`src/rtl/div_reconstruct.sv`:
```
// Rebuilds the dividend N = Q*D + R with a radix-2 signed shift-add multiplier behind valid/ready handshakes.
// Optional compare against n_exp when DIV_RECON_CHECK_EN is defined; otherwise mismatch is tied low.
module div_reconstruct #(
    parameter int WIDTH = 8
) (
    input  logic                 clk,
    input  logic                 rst,
    input  logic                 in_valid,
    output logic                 in_ready,
    input  logic [WIDTH-1:0]     q,
    input  logic [WIDTH-1:0]     d,
    input  logic [WIDTH-1:0]     r,
    input  logic [2*WIDTH-1:0]   n_exp,
    output logic                 out_valid,
    input  logic                 out_ready,
    output logic [2*WIDTH-1:0]   n_out,
    output logic                 mismatch,
    output logic                 busy
);

    localparam int CW = (WIDTH > 1) ? $clog2(WIDTH) : 1;

    typedef enum logic [1:0] {IDLE, MUL, ADD, DONE} state_t;

    state_t                state, state_nxt;
    logic [WIDTH-1:0]      q_reg;
    logic [WIDTH-1:0]      d_reg;
    logic [WIDTH-1:0]      r_reg;
    logic [2*WIDTH-1:0]    acc;
    logic [CW-1:0]         cnt;
    logic [2*WIDTH-1:0]    d_ext;
    logic [2*WIDTH-1:0]    d_shift;
    logic [2*WIDTH-1:0]    r_ext;
    logic                  last_bit;

    assign d_ext    = {{WIDTH{d_reg[WIDTH-1]}}, d_reg};
    assign r_ext    = {{WIDTH{r_reg[WIDTH-1]}}, r_reg};
    assign d_shift  = d_ext << cnt;
    assign last_bit = (cnt == CW'(WIDTH - 1));

    assign in_ready = (state == IDLE);
    assign busy     = (state != IDLE);

    always_ff @(posedge clk or posedge rst) begin
        if (rst) begin
            state <= IDLE;
        end else begin
            state <= state_nxt;
        end
    end

    always_comb begin
        state_nxt = state;
        case (state)
            IDLE: if (in_valid)              state_nxt = MUL;
            MUL:  if (last_bit)              state_nxt = ADD;
            ADD:                             state_nxt = DONE;
            DONE: if (out_valid && out_ready) state_nxt = IDLE;
            default:                         state_nxt = IDLE;
        endcase
    end

    // The sign bit of q carries weight -2^(W-1), hence the subtract on the last step.
    always_ff @(posedge clk or posedge rst) begin
        if (rst) begin
            q_reg     <= '0;
            d_reg     <= '0;
            r_reg     <= '0;
            acc       <= '0;
            cnt       <= '0;
            n_out     <= '0;
            out_valid <= 1'b0;
        end else begin
            case (state)
                IDLE: begin
                    if (in_valid) begin
                        q_reg <= q;
                        d_reg <= d;
                        r_reg <= r;
                        acc   <= '0;
                        cnt   <= '0;
                    end
                end
                MUL: begin
                    if (q_reg[cnt]) begin
                        if (last_bit) acc <= acc - d_shift;
                        else          acc <= acc + d_shift;
                    end
                    cnt <= cnt + 1'b1;
                end
                ADD: acc <= acc + r_ext;
                DONE: begin
                    if (!out_valid) begin
                        n_out     <= acc;
                        out_valid <= 1'b1;
                    end else if (out_ready) begin
                        out_valid <= 1'b0;
                    end
                end
                default: ;
            endcase
        end
    end

`ifdef DIV_RECON_CHECK_EN
    logic [2*WIDTH-1:0] n_exp_reg;

    always_ff @(posedge clk or posedge rst) begin
        if (rst) begin
            n_exp_reg <= '0;
            mismatch  <= 1'b0;
        end else begin
            if (state == IDLE && in_valid) n_exp_reg <= n_exp;
            if (state == DONE && !out_valid) mismatch <= (acc != n_exp_reg);
        end
    end
`else
    logic unused_n_exp;
    assign unused_n_exp = ^n_exp;
    assign mismatch     = 1'b0;
`endif

endmodule
```
`config.mk`:
```
export PLATFORM = sky130hd
export DESIGN_NAME = div_reconstruct
export DESIGN_NICKNAME = d
export VERILOG_FILES = /design/src/rtl/div_reconstruct.sv
export SDC_FILE = /design/constraint.sdc
export NUM_CORES = 1
export LEC_CHECK = 0
export CORE_MARGIN = 2
export CORE_UTILIZATION = 50
export DETAILED_ROUTE_END_ITERATION = 7
export DONT_BUFFER_PORTS = 1
export GPL_TIMING_DRIVEN = 0
export SYNTH_ARGS = -nofsm -noshare
export SYNTH_HDL_FRONTEND = slang
export SYNTH_SLANG_ARGS = --single-unit
```
`constraint.sdc`:
```
create_clock -name clk -period 6.9 [get_ports clk]
set_input_delay 0 -clock clk [delete_from_list [all_inputs] [get_ports clk]]
set_output_delay 0 -clock clk [all_outputs]
set_load 0.005 [all_outputs]
```
==> results summary <==
The max-slew violation total from the final report came to 0. The area growth from synthesis to layout is 13.4%. The largest incremental delay on the critical path came out at 0.78 ns. The number of buffers added to fix hold violations after cts came out at 27.

The critical path goes through buf_6, buf_4, buf_2, nor3b_1, nand2_1, ha_1, nand2_1, o21a_1, ha_1, mux2_2, ha_1, a21o_1, a21o_1, a2111oi_1, nor3_1, a2111oi_0, o31ai_1, a21o_1, or3_1, o211ai_1. The final wirelength came out at 11800 um. The CTS buffer count came out at 9. The multi-input logic area came out at 3210 um^2. The synthesized design contains 0 enable-type register cells. The number of buffers added on ports came out at 0.

The largest registers in the layout are acc: 16 flops, n_out: 16 flops. The final routed wire length divided by cell count is 17.0 um. The maximum clock frequency is 169 MHz. The synthesized netlist occupies a cell area of 5030 um^2. STA puts the critical path data required time at 7.16 ns. For the final routed database, the setup TNS stands at 0 ns. The HPWL after detailed placement came out at 9020 um. The initial cell density of the core came out at 51.4%.

The number of DRC markers after the initial detailed-route iteration is 176. The filler cell count in the final layout is 921. In this run the core area contains 36 standard-cell rows. By count the netlist is led by sky130_fd_sc_hd__dfrtp_1 (62), sky130_fd_sc_hd__nand2_1 (44), sky130_fd_sc_hd__mux2_2 (43). TritonCTS built the clock tree. The number of maximum-capacitance constraint violations is 0. The area of the die came out at 10900 um^2. The number of setup buffers added after CTS came out at 0. The count of different cell masters after synthesis is 90. For this run the aggregate overflow at the end of global routing stands at 0. The wire length of the first global-routing pass is 19800 um. The worst path uses 85.6% of the clock period. The most common cell in the netlist is sky130_fd_sc_hd__dfrtp_1. The later pin in the worst-skew pair is clocked with a latency of 0.34 ns. The capturing element type of the critical path is a register. The synthesized-area fraction occupied by adder cells came out at 6.62%. The final layout contains 628 nets.

For the final database, setup skew stands at 0.0102 ns. The sequential share of the synthesized area came out at 30.9%. Measured against the total synthesized area, the mux share comes to 15.4%. The footprint of the flip-flops and latches is 1550 um^2. The post-cts resize count came out at 0.

The worst hold-check path type is in2reg. Of the total synthesized cell area, the portion taken by AND, OR, NAND and NOR gates is 14.5%. The antenna diode instance count came out at 0.

The clock edge transition at the registers on the reported setup and hold paths came out at 0.07 ns. The relative max-transition margin is 42.5%. The CTS sink count came out at 62. The kind of cell adding the most delay to the critical path is compound AO/OA/AOI/OAI gates.

For this design, the slowest cell found on the critical path is sky130_fd_sc_hd__a2111oi_0. The data arrival time of the critical path is 6.17 ns. The per-cell via count in the routed design came out at 5.83. The number of vias in the routed layout came out at 4057. The area of the core is 9770 um^2. The post-synthesis area per instance came out at 9.68 um^2.

In the global route stage, overall resource usage came out at 22.7%. The worst setup path is launched from a register. The main flop type after synthesis is sky130_fd_sc_hd__dfrtp_1.

The net count after synthesis is 589. The number of synthesized register bits came out at 62. The number of detailed-route iterations in the first pass came out at 4.

The weighted congestion reported at the end of routability-driven placement is 0.888. The slew at the pin closest to its max-slew limit is 0.841 ns. The die height is 104 um. The synthesized design spends more area on one cell type than any other, namely sky130_fd_sc_hd__dfrtp_1. Setup violations remaining at the end of the flow were counted as 0. The number of failing hold endpoints at the final stage is 0. The DRC violation count after routing came out at 0.

The longest clock path from root to sink contains 2 buffers. The share of flip-flops with an asynchronous set or reset is 100%. Subtracting the final worst setup slack from the clock period gives 5.91 ns.

The proportion of layout cells with a drive suffix above 1 came out at 19.0%. Entering global routing, the biggest net connects 43 pins. Setup repair after global routing left no endpoint under its margin.

The x dimension of the die is 104 um. The fraction of post-synthesis cell area in the top cell type by area is 30.9%. The initial antenna violation count was 0.

By startpoint and endpoint, the worst setup path is classified as reg2reg. The number of ports placed on the die boundary is 64. The xor and xnor area share after synthesis is 5.73%. The number of global-route vias before repair came to 3990. The warning count from the yosys run is 0. The main combinational cell family by area after synthesis is compound AO/OA/AOI/OAI gates. The root buffer cell chosen for the clock tree is sky130_fd_sc_hd__clkbuf_8. The run finished with clean final reports. The synthesized netlist devotes 21.6% of its cell area to compound gates.

The number of standard cells after synthesis came out at 519. The H-tree depth is 3. The buffer and inverter count on the worst path is 3. The peak fanout along the critical path is 10. The post-detailed-route count of antenna-violating nets came out at 0. Ranked by total cell area, the synthesized netlist is headed by sky130_fd_sc_hd__dfrtp_1 (31%), sky130_fd_sc_hd__mux2_2 (9.6%), sky130_fd_sc_hd__ha_1 (6.2%).
==> area by class of cell <==
type	count	share of cell area, %
buffer	31	3.40
timing repair buffer	28	5.09
inverter	18	1.19
multi-input combinational	408	56.4
tap	133	2.92
clock buffer	12	2.55
clock inverter	4	1.23
sequential	62	27.2
==> worst register-to-register path, stage by stage (launching register included) <==
cell and delay [ns]:
sky130_fd_sc_hd__dfrtp_1 0.47, sky130_fd_sc_hd__buf_6 0.19, sky130_fd_sc_hd__buf_4 0.18, sky130_fd_sc_hd__buf_2 0.20, sky130_fd_sc_hd__nor3b_1 0.33, sky130_fd_sc_hd__nand2_1 0.18
sky130_fd_sc_hd__ha_1 0.30, sky130_fd_sc_hd__nand2_1 0.05, sky130_fd_sc_hd__o21a_1 0.13, sky130_fd_sc_hd__ha_1 0.27, sky130_fd_sc_hd__mux2_2 0.29, sky130_fd_sc_hd__ha_1 0.28
sky130_fd_sc_hd__a21o_1 0.18, sky130_fd_sc_hd__a21o_1 0.21, sky130_fd_sc_hd__a2111oi_1 0.59, sky130_fd_sc_hd__nor3_1 0.16, sky130_fd_sc_hd__a2111oi_0 0.78, sky130_fd_sc_hd__o31ai_1 0.31
sky130_fd_sc_hd__a21o_1 0.25, sky130_fd_sc_hd__or3_1 0.30, sky130_fd_sc_hd__o211ai_1 0.17
==> worst paths after layout <==
path | start | end | slack [ns] | cells after the start
worst min register to register | q_reg[4] | q_reg[4] | 0.51 | 1
worst max-delay path | cnt[0] | acc[15] | 0.99 | 20
min in group asynchronous | rst | cnt[0] | 0.12 | 2
max in group asynchronous | rst | acc[13] | 6.19 | 3
worst min-delay path | out_ready | state[0] | 0.02 | 3
worst max register to register | cnt[0] | acc[15] | 0.99 | 20
==> cell families after synthesis <==
kind of cell | after synthesis
DFF | 62
buffers and inverters | 49
xor gates and xnor gates | 32
adders and majority gates | 26
other | 1
and+or+nand+nor | 138
muxes | 64
AOI/OAI and AO/OA | 147
==> stage by stage <==
stage          area [um^2]  hold slack, ns  setup WS, ns  cells  utilization, %
4_1_cts               5700         0.00353         0.929    696            58.3
5_1_grt               5700          0.0446         0.322    696            58.3
2_1_floorplan         5030           0.151          1.94    519               -
3_5_place_dp          5210         -0.0752          1.02    653            53.3
6_report              5700          0.0182         0.991    696            58.3
3_3_place_gp          5190           0.151          1.09    652            53.1
==> metal layers <==
metal	track usage, %	wire [um]
met2	40.1	6050
met3	3.88	408
met1	28.1	5210
met4	7.05	143
met5	0	0
==> cell usage in the layout (no fill, tap or decap), types with 5 or more instances in the layout <==
cell type | synthesis | routed
sky130_fd_sc_hd__o31ai_1 | 7 | 7
sky130_fd_sc_hd__mux2i_1 | 12 | 12
sky130_fd_sc_hd__a22o_1 | 10 | 10
sky130_fd_sc_hd__nand3b_1 | 5 | 5
sky130_fd_sc_hd__clkbuf_8 | 2 | 12
sky130_fd_sc_hd__inv_1 | 16 | 15
sky130_fd_sc_hd__a21oi_1 | 19 | 19
sky130_fd_sc_hd__o21ai_0 | 32 | 32
sky130_fd_sc_hd__buf_6 | 6 | 6
sky130_fd_sc_hd__xor2_1 | 9 | 9
sky130_fd_sc_hd__xnor2_1 | 22 | 22
sky130_fd_sc_hd__nand2_1 | 44 | 44
sky130_fd_sc_hd__clkbuf_1 | 14 | 16
sky130_fd_sc_hd__o21a_1 | 8 | 8
sky130_fd_sc_hd__nand2b_1 | 5 | 5
sky130_fd_sc_hd__mux2_2 | 43 | 43
sky130_fd_sc_hd__dfrtp_1 | 62 | 62
sky130_fd_sc_hd__dlygate4sd3_1 | 0 | 27
sky130_fd_sc_hd__nor3_1 | 12 | 12
sky130_fd_sc_hd__nand3_1 | 7 | 7
sky130_fd_sc_hd__nor2_1 | 25 | 25
sky130_fd_sc_hd__nor2b_1 | 6 | 6
sky130_fd_sc_hd__a31oi_1 | 6 | 6
sky130_fd_sc_hd__a21o_1 | 10 | 10
sky130_fd_sc_hd__ha_1 | 25 | 25
Power is not shown: default switching activity piles up to over one toggle a cycle in this logic, so the estimate is an artifact.
